===== config.mk =====
export PLATFORM = sky130hd
export DESIGN_NAME = reg_wb_ctrl
export DESIGN_NICKNAME = d
export VERILOG_FILES = /design/src/rtl/reg_wb_pkg.sv /design/src/rtl/wb_fifo.sv /design/src/rtl/reg_wb_ctrl.sv
export SDC_FILE = /design/constraint.sdc
export NUM_CORES = 1
export LEC_CHECK = 0
export CORE_MARGIN = 2
export CORE_UTILIZATION = 43
export CTS_BUF_LIST = sky130_fd_sc_hd__clkbuf_8
export DETAILED_ROUTE_END_ITERATION = 8
export GPL_TIMING_DRIVEN = 0
export HOLD_SLACK_MARGIN = 0.02
export PLACE_DENSITY = 0.66
export SLEW_MARGIN = 25
export SYNTH_ARGS = -nofsm -noshare
export SYNTH_HDL_FRONTEND = slang
export SYNTH_SLANG_ARGS = --single-unit

===== constraint.sdc =====
create_clock -name clk -period 3 [get_ports clk]
set_input_delay 0.9 -clock clk [delete_from_list [all_inputs] [get_ports clk]]
set_output_delay 0.9 -clock clk [all_outputs]
set_load 0.02 [all_outputs]

===== src/rtl/reg_wb_pkg.sv =====
// Shared types and default sizing for the register-bank write-back controller.
package reg_wb_pkg;

  // Default number of queued load results
  localparam int WB_DEPTH        = 4;
  // Default number of cycles a queued load may wait behind ALU traffic
  localparam int WB_STARVE_LIMIT = 8;

  // Arbitration mode: ALU has priority (NORMAL) or the queue is being emptied (DRAIN)
  typedef enum logic {
    ST_NORMAL = 1'b0,
    ST_DRAIN  = 1'b1
  } wb_state_t;

  // One pending register-bank write
  typedef struct packed {
    logic [4:0]  rd;
    logic [31:0] data;
  } wb_req_t;

endpackage


===== src/rtl/wb_fifo.sv =====
// Small FIFO of pending load results. The head entry is visible combinationally
// so the controller can register it straight into the write port on a pop.
module wb_fifo
  import reg_wb_pkg::*;
#(
  parameter int DEPTH = WB_DEPTH
) (
  input  logic                   clk,
  input  logic                   reset,
  input  logic                   push,
  input  wb_req_t                push_data,
  input  logic                   pop,
  output wb_req_t                pop_data,
  output logic                   full,
  output logic                   empty,
  output logic [$clog2(DEPTH):0] count
);

  localparam int AW = $clog2(DEPTH);
  localparam logic [AW:0] FULL_COUNT = (AW + 1)'(DEPTH);

  wb_req_t       mem_reg [DEPTH];
  logic [AW-1:0] wr_ptr_reg;
  logic [AW-1:0] rd_ptr_reg;
  logic [AW:0]   count_reg;
  logic          do_push;
  logic          do_pop;

  // Overflow and underflow are blocked here as well, so a misbehaving caller
  // cannot corrupt the pointers.
  assign do_push  = push && !full;
  assign do_pop   = pop && !empty;
  assign full     = (count_reg == FULL_COUNT);
  assign empty    = (count_reg == '0);
  assign count    = count_reg;
  assign pop_data = mem_reg[rd_ptr_reg];

  // Storage write; contents need no reset because the pointers define validity
  always_ff @(posedge clk) begin
    if (do_push) begin
      mem_reg[wr_ptr_reg] <= push_data;
    end
  end

  // Pointers wrap naturally at DEPTH (power of two); occupancy tracks push/pop
  always_ff @(posedge clk) begin
    if (reset) begin
      wr_ptr_reg <= '0;
      rd_ptr_reg <= '0;
      count_reg  <= '0;
    end else begin
      if (do_push) begin
        wr_ptr_reg <= wr_ptr_reg + AW'(1);
      end
      if (do_pop) begin
        rd_ptr_reg <= rd_ptr_reg + AW'(1);
      end
      case ({do_push, do_pop})
        2'b10:   count_reg <= count_reg + (AW + 1)'(1);
        2'b01:   count_reg <= count_reg - (AW + 1)'(1);
        default: count_reg <= count_reg;
      endcase
    end
  end

endmodule


===== src/rtl/reg_wb_ctrl.sv =====
// Register-bank write-back arbiter: single-cycle ALU results have priority,
// load results queue in a FIFO and are drained when the queue fills or a
// queued result has waited too long.
module reg_wb_ctrl
  import reg_wb_pkg::*;
#(
  parameter int DEPTH        = WB_DEPTH,
  parameter int STARVE_LIMIT = WB_STARVE_LIMIT
) (
  input  logic                   clk,
  input  logic                   reset,
  input  logic                   alu_valid,
  input  logic [4:0]             alu_rd,
  input  logic [31:0]            alu_data,
  output logic                   alu_ready,
  input  logic                   mem_valid,
  input  logic [4:0]             mem_rd,
  input  logic [31:0]            mem_data,
  output logic                   mem_ready,
  output logic                   write_en,
  output logic [4:0]             w_addr,
  output logic [31:0]            write_data,
  output logic [$clog2(DEPTH):0] pending
);

  localparam int CW = $clog2(DEPTH) + 1;
  localparam int SW = $clog2(STARVE_LIMIT + 1);
  localparam logic [CW-1:0] FULL_COUNT  = CW'(DEPTH);
  localparam logic [SW-1:0] STARVE_SAT  = SW'(STARVE_LIMIT);

  wb_state_t     state_reg;
  logic [SW-1:0] starve_reg;
  logic [SW-1:0] starve_next;
  logic [CW-1:0] count;
  logic [CW-1:0] pend_next;
  logic          full;
  logic          empty;
  logic          push;
  logic          pop;
  logic          alu_take;
  logic          sel_valid;
  wb_req_t       alu_req;
  wb_req_t       mem_req;
  wb_req_t       head;
  wb_req_t       sel_req;
  logic          write_en_reg;
  logic [4:0]    w_addr_reg;
  logic [31:0]   write_data_reg;

  // Handshakes depend only on registered state (and reset), never on the pop
  assign alu_ready = !reset && (state_reg == ST_NORMAL);
  assign mem_ready = !reset && !full;
  assign alu_take  = alu_valid && alu_ready;
  assign push      = mem_valid && mem_ready;
  // In NORMAL the queue is served only on cycles the ALU leaves free
  assign pop       = !reset && !empty && ((state_reg == ST_DRAIN) || !alu_valid);

  assign alu_req.rd   = alu_rd;
  assign alu_req.data = alu_data;
  assign mem_req.rd   = mem_rd;
  assign mem_req.data = mem_data;

  wb_fifo #(
    .DEPTH (DEPTH)
  ) u_fifo (
    .clk       (clk),
    .reset     (reset),
    .push      (push),
    .push_data (mem_req),
    .pop       (pop),
    .pop_data  (head),
    .full      (full),
    .empty     (empty),
    .count     (count)
  );

  // Next occupancy, starvation count and the selected write for this cycle
  always_comb begin
    pend_next = count;
    if (push && !pop) begin
      pend_next = count + CW'(1);
    end else if (!push && pop) begin
      pend_next = count - CW'(1);
    end

    starve_next = starve_reg;
    if (empty || pop) begin
      starve_next = '0;
    end else if (starve_reg != STARVE_SAT) begin
      starve_next = starve_reg + SW'(1);
    end

    sel_valid = alu_take || pop;
    sel_req   = alu_take ? alu_req : head;
  end

  // Mode FSM plus registered write port; x0 results are consumed silently
  always_ff @(posedge clk) begin
    if (reset) begin
      state_reg      <= ST_NORMAL;
      starve_reg     <= '0;
      write_en_reg   <= 1'b0;
      w_addr_reg     <= '0;
      write_data_reg <= '0;
    end else begin
      starve_reg <= starve_next;
      case (state_reg)
        ST_NORMAL: begin
          if ((pend_next == FULL_COUNT) || (starve_next == STARVE_SAT)) begin
            state_reg <= ST_DRAIN;
          end
        end
        ST_DRAIN: begin
          if (pend_next == '0) begin
            state_reg <= ST_NORMAL;
          end
        end
        default: state_reg <= ST_NORMAL;
      endcase

      write_en_reg <= sel_valid && (sel_req.rd != 5'd0);
      if (sel_valid && (sel_req.rd != 5'd0)) begin
        w_addr_reg     <= sel_req.rd;
        write_data_reg <= sel_req.data;
      end
    end
  end

  assign write_en   = write_en_reg;
  assign w_addr     = w_addr_reg;
  assign write_data = write_data_reg;
  assign pending    = count;

endmodule

Word level (Yosys, flattened, before mapping)
Memories as Yosys holds them, arrays and structs flattened. A register that Yosys moved wholly into a read port is not among the register bits. Cells that the tools add are included.

Bits in registers: 50. Bits in latches: 0. Memory bits (writable): 148. Bits in read-only memories: 0. Input bits: 78. Output and inout bits: 43. Logic and storage cells: 59. Memories: 1.

Memory list: u_fifo.mem_reg (words 4, bits a word 37, rd ports 1, clocked after memory_dff 1, wr ports 1, line wb_fifo.sv:22) `wb_req_t mem_reg [DEPTH];`.

Add/sub/neg operators: 5. Multiply operators: 0. Divide/modulo/power cells: 0. $lt $le $gt $ge: 0. Equal/unequal tests: 6. Shift operators: 0. Mux-type cells: 13. Bitwise operators: 1. Reductions and logical operators: 25.

Operators by type and width (number): 37-bit 2-to-1 mux (1); 1-bit logical AND (11); 4-bit 2-to-1 mux (2); 3-bit == test (second input constant) (2); 1-bit logical NOT (6); 3-bit logical NOT (2); 3-bit 2-to-1 mux (2); 3-bit one-hot mux with 2 select lines (1); 5-bit nonzero test (1); 2-bit by 1-bit adder with 2-bit output (second input constant) (2); 4-bit by 1-bit adder with 4-bit output (second input constant) (1); 4-bit == test (second input constant) (1); 1-bit logical OR (4); 1-bit 2-to-1 mux (4); 2-bit 2-to-1 mux (2); 4-bit inequality test (second input constant) (1); 3-bit by 1-bit adder with 3-bit output (second input constant) (1); 3-bit by 1-bit subtractor with 3-bit output (second input constant) (1); 2-bit by 1-bit == test with 1-bit output (second input constant) (1); 2-bit == test (second input constant) (1); 1-bit one-hot mux with 2 select lines (1); 2-bit nonzero test (1); 1-bit inverter (1).

Longest topological paths before layout
Gate-level depths: netlist of the first run.

Depth in word-level cells: 12. Depth in mapped cells: 10. Mapped depth without buffers: 9.

Modules after synthesis
From an unflattened synthesis of the first run, not the netlist that was laid out.

Cells, all modules: 472. Area total of the unflattened synthesis: 8226.6 µm².

By module, submodules not included: wb_fifo (times used 1, cells each 247, area each 5866.9 µm², seq. area each 4624.4 µm²); reg_wb_ctrl (times used 1, cells each 225, area each 2359.8 µm², seq. area each 860.8 µm²).

Worst setup path before layout of the first run
No wires, ideal clock.

Path kind: input -> register. Start point: in reset. End point: mem u_fifo.mem_reg[0][0] (netlist bit) (enable). Setup time: 0.398 ns. Data arrival time: 2.274 ns. Slack: 0.328 ns. Stages: 2. Buffers on the path: 0. Cells stage by stage: a21oi_2 and3_1.

Cells in the longest elaborated chain, start to end: 6.

Ends and longest elaborated chain: start: declaration (line reg_wb_ctrl.sv:11) `input logic reset,`; 1-bit logical NOT (line reg_wb_ctrl.sv:52) `assign mem_ready = !reset && !full;`; 1-bit logical AND (line reg_wb_ctrl.sv:52); 1-bit logical AND (line reg_wb_ctrl.sv:54) `assign push = mem_valid && mem_ready;`; 1-bit logical AND (line wb_fifo.sv:31) `assign do_push = push && !full;`; 1-bit 2-to-1 mux (line wb_fifo.sv:40) `if (do_push) begin`; 1-bit 2-to-1 mux (implied by the code) (line wb_fifo.sv:41) `mem_reg[wr_ptr_reg] <= push_data;`; end: declaration (line wb_fifo.sv:22).

No other way between the ends.

Worst setup path in the final report of the first run
Start point: in reset. End point: out mem_ready.

Cells in the longest elaborated chain, start to end: 2.

Ends and longest elaborated chain: 1-bit logical NOT (line reg_wb_ctrl.sv:52); 1-bit logical AND (line reg_wb_ctrl.sv:52); end: declaration (line reg_wb_ctrl.sv:19) `output logic mem_ready,`.

No other way between the ends.

==> results of run 1 <==
-- per-layer routing --
layer | vias up | GRT usage, % | part of all wire (%)
li1 | 2171 | - | -
met1 | 2451 | 22.2 | 41
met2 | 142 | 32.4 | 53
met3 | 23 | 3.25 | 4.2
met4 | 0 | 7.23 | 1.8
met5 | - | 0 | 0
-- synthesized netlist by cell type (3+ instances only) --
master	number	area, sq um
xor2_1	4	35.0
xnor2_1	4	35.0
ha_1	10	125
and2_1	3	18.8
or3_1	3	18.8
a22o_1	3	26.3
or2_1	3	18.8
clkbuf_1	19	71.3
mux2i_1	4	40.0
a221oi_1	34	298
nand2b_1	3	18.8
nand3_1	3	15.0
dfxtp_1	52	1040
o22ai_1	32	200
buf_2	6	30.0
a21oi_1	5	25.0
inv_1	42	158
mux4_2	38	856
nor2_1	13	48.8
edfxtp_1	148	4440
nand2_1	7	26.3
and3_1	5	31.3
-- per-stage QoR --
stage	utilization [%]	total power, mW	setup WS, ns	hold WS, ns
final	54.9	6.33	0.0554	0.468
after global routing	54.9	6.58	0.0192	0.491
after CTS	54.5	6.34	0.00655	0.470
after detailed placement	52.5	4.88	-0.551	0.457
after global placement	52.1	4.84	-0.814	0.456
after floorplan	-	4.23	0.328	0.467
-- final cells by class --
class / instances / area, sq um
Antenna cell: 1 / 2.50
Buffer: 27 / 133
Clock buffer: 17 / 234
Clock inverter: 15 / 88.8
Fill cell: 1432 / 8080
Inverter: 42 / 158
Multi-Input combinational cell: 203 / 2150
Sequential cell: 200 / 5490
Tap cell: 229 / 287
Timing Repair Buffer: 126 / 1290
-- tightest hold or removal path, stage by stage, from the launching register on --
cell	delay, ns
dfxtp_1	0.32
nand2_1	0.05
mux2i_1	0.06
-- final timing paths --
check / from / endpoint / slack [ns] / cells past startpoint
setup / recovery: reset / mem_ready / 0.06 / 3
setup reg to reg: flop / write_data[29] / 0.34 / 7
hold reg to reg: w_addr[2] / w_addr[2] / 0.47 / 2
hold / removal: w_addr[2] / w_addr[2] / 0.47 / 2
-- kinds of logic after synthesis --
logic type	synth area share, %
flip-flops	70.0
AO/OA/AOI/OAI	8.91
buffers and inverters	3.64
AND/OR/NAND/NOR	3.54
multiplexers	11.4
adder cells (fa/ha/maj)	1.60
XOR/XNOR	0.894
-- what timing repair did --
item	4_1_cts	5_1_grt
setup buffers	3	0
endpoints found under the setup margin	14	29
pin swaps	1	0
hold buffers	0	0
gates resized for setup	6	18
-- power by group through the flow --
stage / combinational [mW] / sequential, mW / clock [mW]
floorplan: 0.704 / 3.52 / 0
global placement: 1.47 / 3.37 / 0
detailed placement: 1.51 / 3.37 / 0
CTS: 1.54 / 3.31 / 1.49
global route: 1.66 / 3.34 / 1.58
finish: 1.56 / 3.31 / 1.46
==> flow_summary.yaml, run 1 <==
run_status:
  status: "finished clean"
cts:
  h-tree-depth: 4
  cts_buffers: 17
  cts_tree: "built"
  clock_path_buffers: 2
  clk-insertion-delay-late_ns: 0.46
  path_clk_slew_ns: 0.09
  root_buffer: "clkbuf_8"
  cts_sinks: 200
global_route:
  grtUsageTotal_pct: 18.2
  grt_pass1_wl_microns: 26800
  antenna_found_initial: 1
  grt_pass1_vias: 4879
  grt_max_degree: 38
  gr-total-overflow: 0
critical_path:
  cp_max_fo: 9
  cp-end-kind: "primary output"
  setup.worst_path.start_class: "input pin"
  cp_num_buf_inv: 2
  critical_path_class: "input pin to primary output"
  cpPeakStageDelay_ns: 0.50
  path_delay_family: "buffers and inverters"
  cp_cell_sequence: "clkdlybuf4s50_1 > a21oi_4 > dlygate4sd2_1"
  worstPathArrival_ns: 2.04
  cp.required_ns: 2.10
  cp_slowest_cell: "clkdlybuf4s50_1"
logic_synthesis:
  yosysSeqAreaShare_pct: 70.0
  synth_cell_type_count: 47
  yosysWarnings: 0
  synth-main-ff-cell: "edfxtp_1"
  syn_inst: 473
  syn_area_sq_um: 7840
  synth-seq-cells: 200
  synth_nets: 561
  async_flop_share_pct: 0
  synth_edf_count: 148
  syn_avg_cell_area_sq_um: 16.6
detailed_routing:
  drc: 0
  wire_per_inst_microns: 20.3
  via_count: 4787
  detail_route.first_pass.iterations: 5
  initialDrtViolationCount: 289
  via_per_inst: 5.57
  wl_microns: 17500
  ant_nets: 0
pwr:
  ir_worst_vdd_v: 0.000295
  p_sw_mw: 1.82
  p_per_area_nw_per_um2: 644
  pwr-share-clk_pct: 23.0
  p_sw_share_pct: 28.7
  seqPwrFrac_pct: 52.3
  p_int_mw: 4.51
  comb_power_share_pct: 24.6
  p_leak_nw: 3.22
cells_and_area:
  synthToLayoutAreaGrowth_pct: 25.4
  largest_reg_flops: 148
  fin_nets: 705
  layout.cells.most_common_list: "edfxtp_1 (148), clkdlybuf4s50_1 (118), dfxtp_1 (52), inv_1 (44), mux4_2 (38)"
  drive_gt1_share_pct: 15.9
  instances_no_fill: 860
  final_cell_area_sq_um: 9830
  layout_commonest_cell: "edfxtp_1"
sta:
  hold_violations: 0
  setup-violations-final: 0
  finalClockSkew_ns: 0.0128
  rsz0062_at_grt: "false"
  slew_headroom_pct: 43.3
  finalSetupTns_ns: 0
  fmax_mhz: 340
  worst_pin_slew_ns: 0.829
  fin_crit_sh_pct: 98.2
  min_period_ns: 2.94
  maxSlewViolCount: 0
floorplan:
  ios: 121
  start_util_pct: 43.8
  core_area_sq_um: 17900
  die_x_microns: 139
  rows: 49
  die_h_microns: 139
  die_area_sq_um: 19300
run:
  maxCapViolCount: 0
place:
  place_area_sq_um: 9400
  dp.cells: 825
  gp_congestion: 0.767
  hpwl_microns: 11900
  port_buffers: 120
hold_path:
  hold_path_class: "flop to flop"
(Power assumes the default switching activity.)
==> run 2, diff against run 1 <==
--- a/config.mk
+++ b/config.mk
@@ -5,6 +5,7 @@
 export SDC_FILE = /design/constraint.sdc
 export NUM_CORES = 1
 export LEC_CHECK = 0
+export CAP_MARGIN = 15
 export CORE_MARGIN = 2
 export CORE_UTILIZATION = 43
 export CTS_BUF_LIST = sky130_fd_sc_hd__clkbuf_8
==> results of run 2 <==
Final layout, timing and power as in run 1 (identical DEF).
==> run 3, diff against run 2 <==
==> constraint.sdc (replaced) <==
create_clock -name clk -period 3 [get_ports clk]
set_input_delay 0.9 -clock clk [delete_from_list [all_inputs] [get_ports clk]]
set_output_delay 0.9 -clock clk [all_outputs]
set_load 0.1 [all_outputs]
==> run 3 against run 2 <==
The flow now finishes with violations (setup timing); sequential power about the same; critical path type is now input pin to flop; sequential share of layout area up 0.31 points; first-iteration DRC count up 38%; worst hold slack better by 0.0020 ns; global-route usage up 0.65 points; clock skew about the same; critical endpoint is now u_fifo.count[2].
==> flow_summary.yaml, run 3 (synthesis gave the netlist of run 1 again) <==
cts:
  h-tree-depth: 4
  clk-insertion-delay-late_ns: 0.45
  cts-hold-fix-buffers: 0
  path_clk_slew_ns: 0.10
  clock_path_buffers: 2
  cts_buffers: 17
  cts_sinks: 200
  cts_tree: "built"
  root_buffer: "clkbuf_8"
pwr:
  p_sw_mw: 2.69
  ir_worst_vdd_v: 0.000457
  p_int_mw: 4.66
  comb_power_share_pct: 32.7
  seqPwrFrac_pct: 45.1
  p_sw_share_pct: 36.6
  pwr-share-clk_pct: 22.2
  p_per_area_nw_per_um2: 752
  finalPower_mw: 7.35
  p_leak_nw: 3.21
cells_and_area:
  regArea_sq_um: 5490
  largest_reg_flops: 148
  fillers: 1452
  layout.cells.most_common_list: "edfxtp_1 (148), clkdlybuf4s50_1 (117), dfxtp_1 (50), inv_1 (44), mux4_2 (38)"
  drive_gt1_share_pct: 16.1
  instances_no_fill: 855
  layout_commonest_cell: "edfxtp_1"
  utilization_pct: 54.7
  fin_nets: 701
  synthToLayoutAreaGrowth_pct: 24.9
  antenna_cells: 0
  multi_input_area_sq_um: 2120
detailed_routing:
  via_per_inst: 5.53
  wl_microns: 17600
  wire_per_inst_microns: 20.6
  initialDrtViolationCount: 399
  ant_nets: 0
  drc: 0
  detail_route.first_pass.iterations: 5
  via_count: 4730
global_route:
  grtUsageTotal_pct: 18.9
  grt_pass1_wl_microns: 27800
  use_met1_pct: 23.7
  busiest_layer: "met2"
  met2_usage_pct: 32.4
  antenna_found_initial: 0
  met3_usage_pct: 3.80
  grt_max_degree: 38
  gr-total-overflow: 0
  grt_pass1_vias: 5056
place:
  port_buffers: 120
  dp.cells: 822
  gp_congestion: 0.799
  hpwl_microns: 11800
critical_path:
  worstPathArrival_ns: 3.40
  setup.worst_path.start_class: "input pin"
  reg2regPathDepth: 8
  cp_max_fo: 10
  cp-end-kind: "flop"
  rr_endpoint: "u_fifo.count[2]"
  rr_startpoint: "u_fifo.count[0]"
  rrSetupSlack_ns: 0.33
  cp.required_ns: 3.38
  critical_path_class: "input pin to flop"
sta:
  rsz0062_at_grt: "true"
  maxSlewViolCount: 0
  fmax_mhz: 332
  min_period_ns: 3.01
  finalClockSkew_ns: 0.0125
  slew_headroom_pct: 31.2
  worst_pin_slew_ns: 1.03
  fin_crit_sh_pct: 100
  finalSetupTns_ns: -0.0148
  setup-violations-final: 2
  hold_violations: 0
  fin_ws_ns: -0.0120
run:
  maxCapViolCount: 0
floorplan:
  die_h_microns: 139
  ios: 121
  start_util_pct: 43.8
  die_x_microns: 139
  rows: 49
  core_area_sq_um: 17900
  die_area_sq_um: 19300
hold_path:
  hold_path_class: "flop to flop"
  min_delay_path_depth: 2
  hold_end: "write_data[18]"
  hp-start: "write_data[18]"
run_status:
  status: "complete, but fails checks"
  violations: "setup timing"
run 3: power by group through the flow:
stage	clock (mW)	combinational, mW	sequential, mW
after floorplan	0	0.740	4.39
after global placement	0	2.36	3.37
after detailed placement	0	2.40	3.38
after CTS	1.67	2.41	3.32
after global routing	1.78	2.52	3.34
final	1.63	2.40	3.32
run 3: layer usage:
metal  part of all wire (%)  wire length (microns)
met1                     41                   7180
met2                     53                   9300
met3                    4.3                    762
met4                    2.2                    387
met5                      0                      0
run 3: worst max-delay path by stage:
stage	endpoint	cells after the start	from	slack, ns
after floorplan	state_reg	7	u_fifo.count[0]	0.16
after global placement	mem_ready	3	reset	-0.74
after detailed placement	mem_ready	3	reset	-0.77
after CTS	write_data[13]	8	reset	0.003
after global routing	write_data[13]	8	reset	-0.11
final	u_fifo.count[2]	7	reset	-0.01
run 3: worst max-delay path, cell delays in order:
cell and delay [ns]:
clkdlybuf4s50_1 0.52, buf_2 0.25, or3_1 0.61, inv_1 0.29
ha_1 0.33, or3_1 0.36, a21oi_1 0.13
run 3: what timing repair did:
item | CTS | global route
setup endpoints to repair | 34 | 29
pin swaps | 1 | 0
buffers inserted | 1 | 0
resized for setup | 18 | 4
run 3: layout make-up:
class	instances	area share, %
well taps	229	2.93
clock buffers	17	2.39
flip-flops and latches	200	56.1
multi-input cells	203	21.7
clock inverters	15	1.42
repair buffers	122	12.5
plain buffers	27	1.30
inverters	42	1.61
run 3: through the flow:
stage	setup WS [ns]	hold slack, ns	instance area, sq um
after global routing	-0.110	0.493	9790
after detailed placement	-0.769	0.459	9350
final	-0.0120	0.470	9790
after floorplan	0.159	0.467	7870
after global placement	-0.737	0.454	9350
after CTS	0.00292	0.473	9740
